<file path="src/rtl/fetch_stage.sv">
// Instruction-fetch stage: owns the PC, presents the word address to the
// combinational instruction memory and registers the returned word into IF/ID.
module fetch_stage #(
  parameter logic [31:0] RESET_PC  = 32'h0000_0000,
  parameter logic [31:0] NOP_INSTR = 32'h0000_0000
) (
  input  logic        clk,
  input  logic        reset,
  input  logic        StallF,
  input  logic        StallD,
  input  logic        FlushD,
  input  logic        BranchTakenE,
  input  logic [31:0] BranchTargetE,
  input  logic        PCSrcW,
  input  logic [31:0] ResultW,
  input  logic [31:0] InstrF,
  output logic [31:0] PCF,
  output logic [31:0] PCPlus4F,
  output logic [31:0] InstrD,
  output logic [31:0] PCD,
  output logic [31:0] PCPlus8D,
  output logic        ValidD,
  output logic [31:0] FetchCount
);

  logic [31:0] pc_next;
  logic [31:0] fetch_count_q;
  logic        capture;

  assign PCPlus4F   = PCF + 32'd4;
  assign PCPlus8D   = PCD + 32'd8;
  assign FetchCount = fetch_count_q;
  assign capture    = !FlushD && !StallD;

  // Redirects outrank StallF so a taken branch is never lost behind a stall.
  always_comb begin
    // NOTE: default assigned first so no path through this block leaves pc_next unassigned (no latch).
    pc_next = PCPlus4F;
    if (BranchTakenE)
      pc_next = BranchTargetE;
    else if (PCSrcW)
      pc_next = ResultW;
    else if (StallF)
      pc_next = PCF;
  end

  // NOTE: sequential state uses non-blocking assignments so every register samples pre-edge values.
  always_ff @(posedge clk) begin
    if (reset)
      PCF <= {RESET_PC[31:2], 2'b00};
    else
      PCF <= {pc_next[31:2], 2'b00};
  end

  always_ff @(posedge clk) begin
    if (reset || FlushD) begin
      InstrD <= NOP_INSTR;
      PCD    <= 32'd0;
      ValidD <= 1'b0;
    end else if (!StallD) begin
      InstrD <= InstrF;
      PCD    <= PCF;
      ValidD <= 1'b1;
    end
  end

  // Counts every real capture, including repeated captures while only StallF is high.
  always_ff @(posedge clk) begin
    if (reset)
      fetch_count_q <= 32'd0;
    else if (capture)
      fetch_count_q <= fetch_count_q + 32'd1;
  end

endmodule
</file>
<file path="config.mk">
export PLATFORM = sky130hd
export DESIGN_NAME = fetch_stage
export DESIGN_NICKNAME = d
export VERILOG_FILES = /design/src/rtl/fetch_stage.sv
export SDC_FILE = /design/constraint.sdc
export NUM_CORES = 1
export LEC_CHECK = 0
export ABC_AREA = 1
export BUFFER_PORTS_ARGS = -buffer_cell sky130_fd_sc_hd__buf_2
export CORE_AREA = 2 2 132 134
export DETAILED_ROUTE_END_ITERATION = 12
export DIE_AREA = 0 0 134 136
export HOLD_SLACK_MARGIN = 0.1
export MAX_ROUTING_LAYER = met4
export PLACE_DENSITY_LB_ADDON = 0.3
export REMOVE_ABC_BUFFERS = 1
export SYNTH_ARGS = -nofsm -noshare
export SYNTH_HDL_FRONTEND = slang
export SYNTH_SLANG_ARGS = --single-unit
</file>
<file path="constraint.sdc">
create_clock -name clk -period 4 [get_ports clk]
set_clock_uncertainty 0.2 [all_clocks]
set_input_delay 0.2 -clock clk [delete_from_list [all_inputs] [get_ports clk]]
set_output_delay 0.2 -clock clk [all_outputs]
set_load 0.03 [all_outputs]
</file>
[Word level (Yosys, flattened, before mapping)]
Index checks and enable logic that the tools add are counted.
Cells by class
  multiplexer cells: 3
  equality and inequality tests: 1
  add/subtract/negate cells: 3
  reduce and logical (&&, ||, !) cells: 4
Operator list (number)
  32-bit 2-to-1 mux: 3
  32-bit by 1-bit adder with 32-bit output (second input constant): 1
  32-bit by 3-bit adder with 32-bit output (second input constant): 1
  32-bit by 4-bit adder with 32-bit output (second input constant): 1
  3-bit by 1-bit inequality test with 1-bit output (second input constant): 1
  1-bit logical NOT: 2
  1-bit logical AND: 1
  1-bit logical OR: 1
Storage, ports and cells
  register bits after elaboration: 129
  output and inout bits: 193
  bits of input ports: 103
  logic and storage cells: 17

[Logic depth before layout (Yosys ltp)]
  depth in word-level cells: 4
  depth in mapped cells: 10
  mapped depth without buffers: 10

[Worst setup path after synthesis]
OpenSTA, ideal clock, no wires.
  path type: register -> output
  from: reg PCD[4]
  to: out PCPlus8D[27]
  data required time: 3.600 ns
  path buffers: 0
  setup slack: 1.585 ns
  cell stages (with the launch flop): 9
  arrival time: 2.015 ns
  cell sequence: dfxtp_1 -> ha_1 -> nand3_2 -> nor2_4 -> nand2_2 -> nor2_4 -> nand2_2 -> nor2_1 -> xor2_1
On the way
  cells in the longest elaborated chain, start to end: 1
Ends and longest elaborated chain
  start, declared: RTL line 20  | output logic [31:0] PCD,
  start signal, assigned: RTL line 58  | PCD <= 32'd0;
  start signal, assigned: RTL line 62  | PCD <= PCF;
  32-bit by 4-bit adder with 32-bit output: RTL line 31  | assign PCPlus8D = PCD + 32'd8;
  end, declared: RTL line 21  | output logic [31:0] PCPlus8D,
Every way passes these cells.

==> summary.md <==
| Metric | Value |
|---|---|
| Slew @ Worst Pin | 1.26 ns |
| Initial DRC count | 660 |
| Initial antenna violation count | 0 |
| Final Hold Vio Count | 0 |
| Peak Freq | 0.336 GHz |
| CP top delay family | buffers and inverters |
| Ys flop type | dfxtp_1 |
| H-tree depth | 4 |
| Layout Cells excl Fill | 1790 |
| Die Ht | 136 microns |
| Port Buffers | 283 |
| Max incr delay on CP | 0.99 ns |
| Ys async rst share | 0 |
| Area delta synth->final | 43.2% |
| Dpl hpwl | 18500 microns |
| Global-route wire length before repair | 41200 microns |
| Dpl cells | 1662 |
| Final setup vio count | 0 |
| CP arrival | 3.14 ns |
| Met1 GRT Util | 0.377 |
| Cells after Synth | 1195 |
| Commonest non-fill, non-tap cell in the layout | nand2_1 |
| Met3 Track Usage GR | 0.0630 |
| Pwr/cell area | 371 nW/um^2 |
| Final WS setup | 1.02 ns |
| Run status | finished clean |
| Setup CP Type | in2reg |
| Setup crit end kind | flop |
| Crit path cell chain | dlygate4sd3_1, buf_2, inv_1, o21ai_0, a31oi_1, dlygate4sd3_1 |
| Clock Sink Count | 125 |
| Die span in x | 134 microns |
| Syn Area/Cell | 6.18 sq um |
| Worst min-delay path category | reg2reg |
| CTS tree | built |
| Mapped cell area | 7390 sq um |
| GRT met2 Usage | 0.468 |
| Register area share after synthesis | 0.339 |
| Vias in the first global route | 8250 |
| WL/cell | 14.9 microns |
| WP data required | 4.16 ns |
| Gp weighted congestion | 0.969 |
| Core ar. | 16900 sq um |
| Initial core utilization | 0.438 |
| Rel. slew slack | 0.161 |
| EDFF count, synth | 0 |
| Crit Path Max Fanout | 40 |
| Clock-pin slew on the worst setup and hold paths | 0.06 ns |
| GRT overflow | 0 |
| TNS Setup | 0 ns |
| Critical Path Slowest Stage Cell | inv_1 |
| Reg-to-Reg Start | PCF[3]$_SDFFE_PP0P_ |
| Place WS | 1.57 ns |
| Tcrit/Tclk final | 0.745 |
| Fillers | 1597 |
| Post-route ant nets | 0 |
| DR vias | 9076 |
| IO Pins | 296 |
| Global routing's busiest layer | met2 |
| DRC viols | 0 |
| Pin count of the biggest net entering global routing | 79 |
| Total GRT Usage | 0.293 |
| Most frequent cells in the layout | nand2_1, buf_2, nor2_1, dfxtp_1, a21oi_1 |
| Final Net Count | 1658 |
| Layout cells sized above 1 | 0.229 |
| Post-CTS Resized | 0 |
| Synth warn | 0 |
| Clk root buf | clkbuf_16 |
| LEAKAGE | 4.99 nW |
| Period minus WS final | 2.98 ns |
| Fin. max-slew vios | 0 |
| Total Power | 3.92 mW |
| Rows | 48 |
| Worst vdd ir | 291 uV |
| Detailed Routing Iterations Pass 1 | 8 |
| CP Buf/Inv Count | 4 |
| Post-DP Area | 8910 sq um |
| Clock Tree Buf Depth | 2 |
| Number of buffers created by CTS | 17 |
| Unrepaired setup endpoints after global routing | false |
| Clock latency on the worst-skew pair | 0.42 ns |
| Hold_ws | 0.259 ns |
| Critical Path Start | reset |
| Die area | 18200 sq um |
| Yosys cell types | 34 |
| Max_cap viols | 0 |
| Fin util | 0.627 |
| Post-synthesis register bit count | 125 |
| CP dominant cell by count | dlygate4sd3_1 |
| Hold path start | InstrD[7]$_SDFFE_PP0N_ |
| Via-to-Cell Ratio | 5.07 |
| ANT cells | 0 |
| WL final | 26600 microns |
| Fin area | 10600 sq um |
| Startpoint types | input pin |
tightest hold or removal path, delay by kind of cell (launching register included):
kind / cells / cell delay [ns]
flops: 1 / 0.30
compound gates: 1 / 0.05
simple gates: 1 / 0.06
final cells by class:
| cell class | count | area [sq um] | area share |
|---|---|---|---|
| sequential | 125 | 2500 | 0.237 |
| clock buffer | 20 | 447 | 0.0422 |
| timing repair buffer | 384 | 2410 | 0.228 |
| inverter | 103 | 387 | 0.0365 |
| multi-input combinational | 921 | 4280 | 0.405 |
| tap | 225 | 282 | 0.0266 |
| clock inverter | 12 | 264 | 0.0250 |
where the power goes:
part / switching [mW] / internal [mW]
clock network: 0.576 / 1.31
logic: 0.429 / 0.241
registers: 0.0706 / 1.29
total: 1.08 / 2.85
cell families (layout without fill, tap and decap cells):
group	after synthesis	in the layout	synth area share
compound gates	203	203	0.141
fa+ha+maj	3	3	0.00508
flops	125	125	0.339
simple gates	670	670	0.386
buf+inv	156	519	0.0854
xor+xnor	37	37	0.0439
other cells	1	8	0.000508
sequential cells by signal, indices dropped and copies added, names as in the netlist:
name and flops:
FetchCount 32, PCF 30, ValidD 1, PCD 30, InstrD 32
synth_stat cells, types with 7 or more instances:
| master | number | area share |
|---|---|---|
| buf_4 | 10 | 0.010 |
| nor3_1 | 12 | 0.0081 |
| xor2_1 | 20 | 0.024 |
| buf_1 | 8 | 0.0041 |
| inv_1 | 98 | 0.050 |
| nand2_1 | 378 | 0.19 |
| nor2_2 | 7 | 0.0059 |
| nand3b_1 | 9 | 0.0091 |
| a21oi_1 | 108 | 0.073 |
| o21ai_0 | 82 | 0.056 |
| clkbuf_1 | 29 | 0.015 |
| nand4_1 | 11 | 0.0093 |
| nor2_1 | 171 | 0.087 |
| nand2_2 | 7 | 0.0059 |
| xnor2_1 | 17 | 0.020 |
| nor2_4 | 13 | 0.020 |
| dfxtp_1 | 125 | 0.34 |
| nand3_1 | 50 | 0.034 |
per-layer routing:
layer	vias to the layer above	wire [microns]
li1	4504	-
met1	4160	11800
met2	374	12300
met3	38	2010
met4	0	516
met5	-	0
worst paths after layout:
path | slack (ns) | end | depth (start not counted)
setup / recovery | 1.02 | PCF[11]$_SDFFE_PP0P_ | 6
hold / removal | 0.26 | InstrD[7]$_SDFFE_PP0N_ | 2
setup reg to reg | 1.30 | PCF[20]$_SDFFE_PP0P_ | 9
hold reg to reg | 0.26 | InstrD[7]$_SDFFE_PP0N_ | 2
what timing repair did:
| item | CTS | global route |
|---|---|---|
| buffers inserted | 0 | 0 |
| hold endpoints to repair | 83 | 0 |
| hold buffers | 96 | 0 |
(Power assumes the default switching activity.)
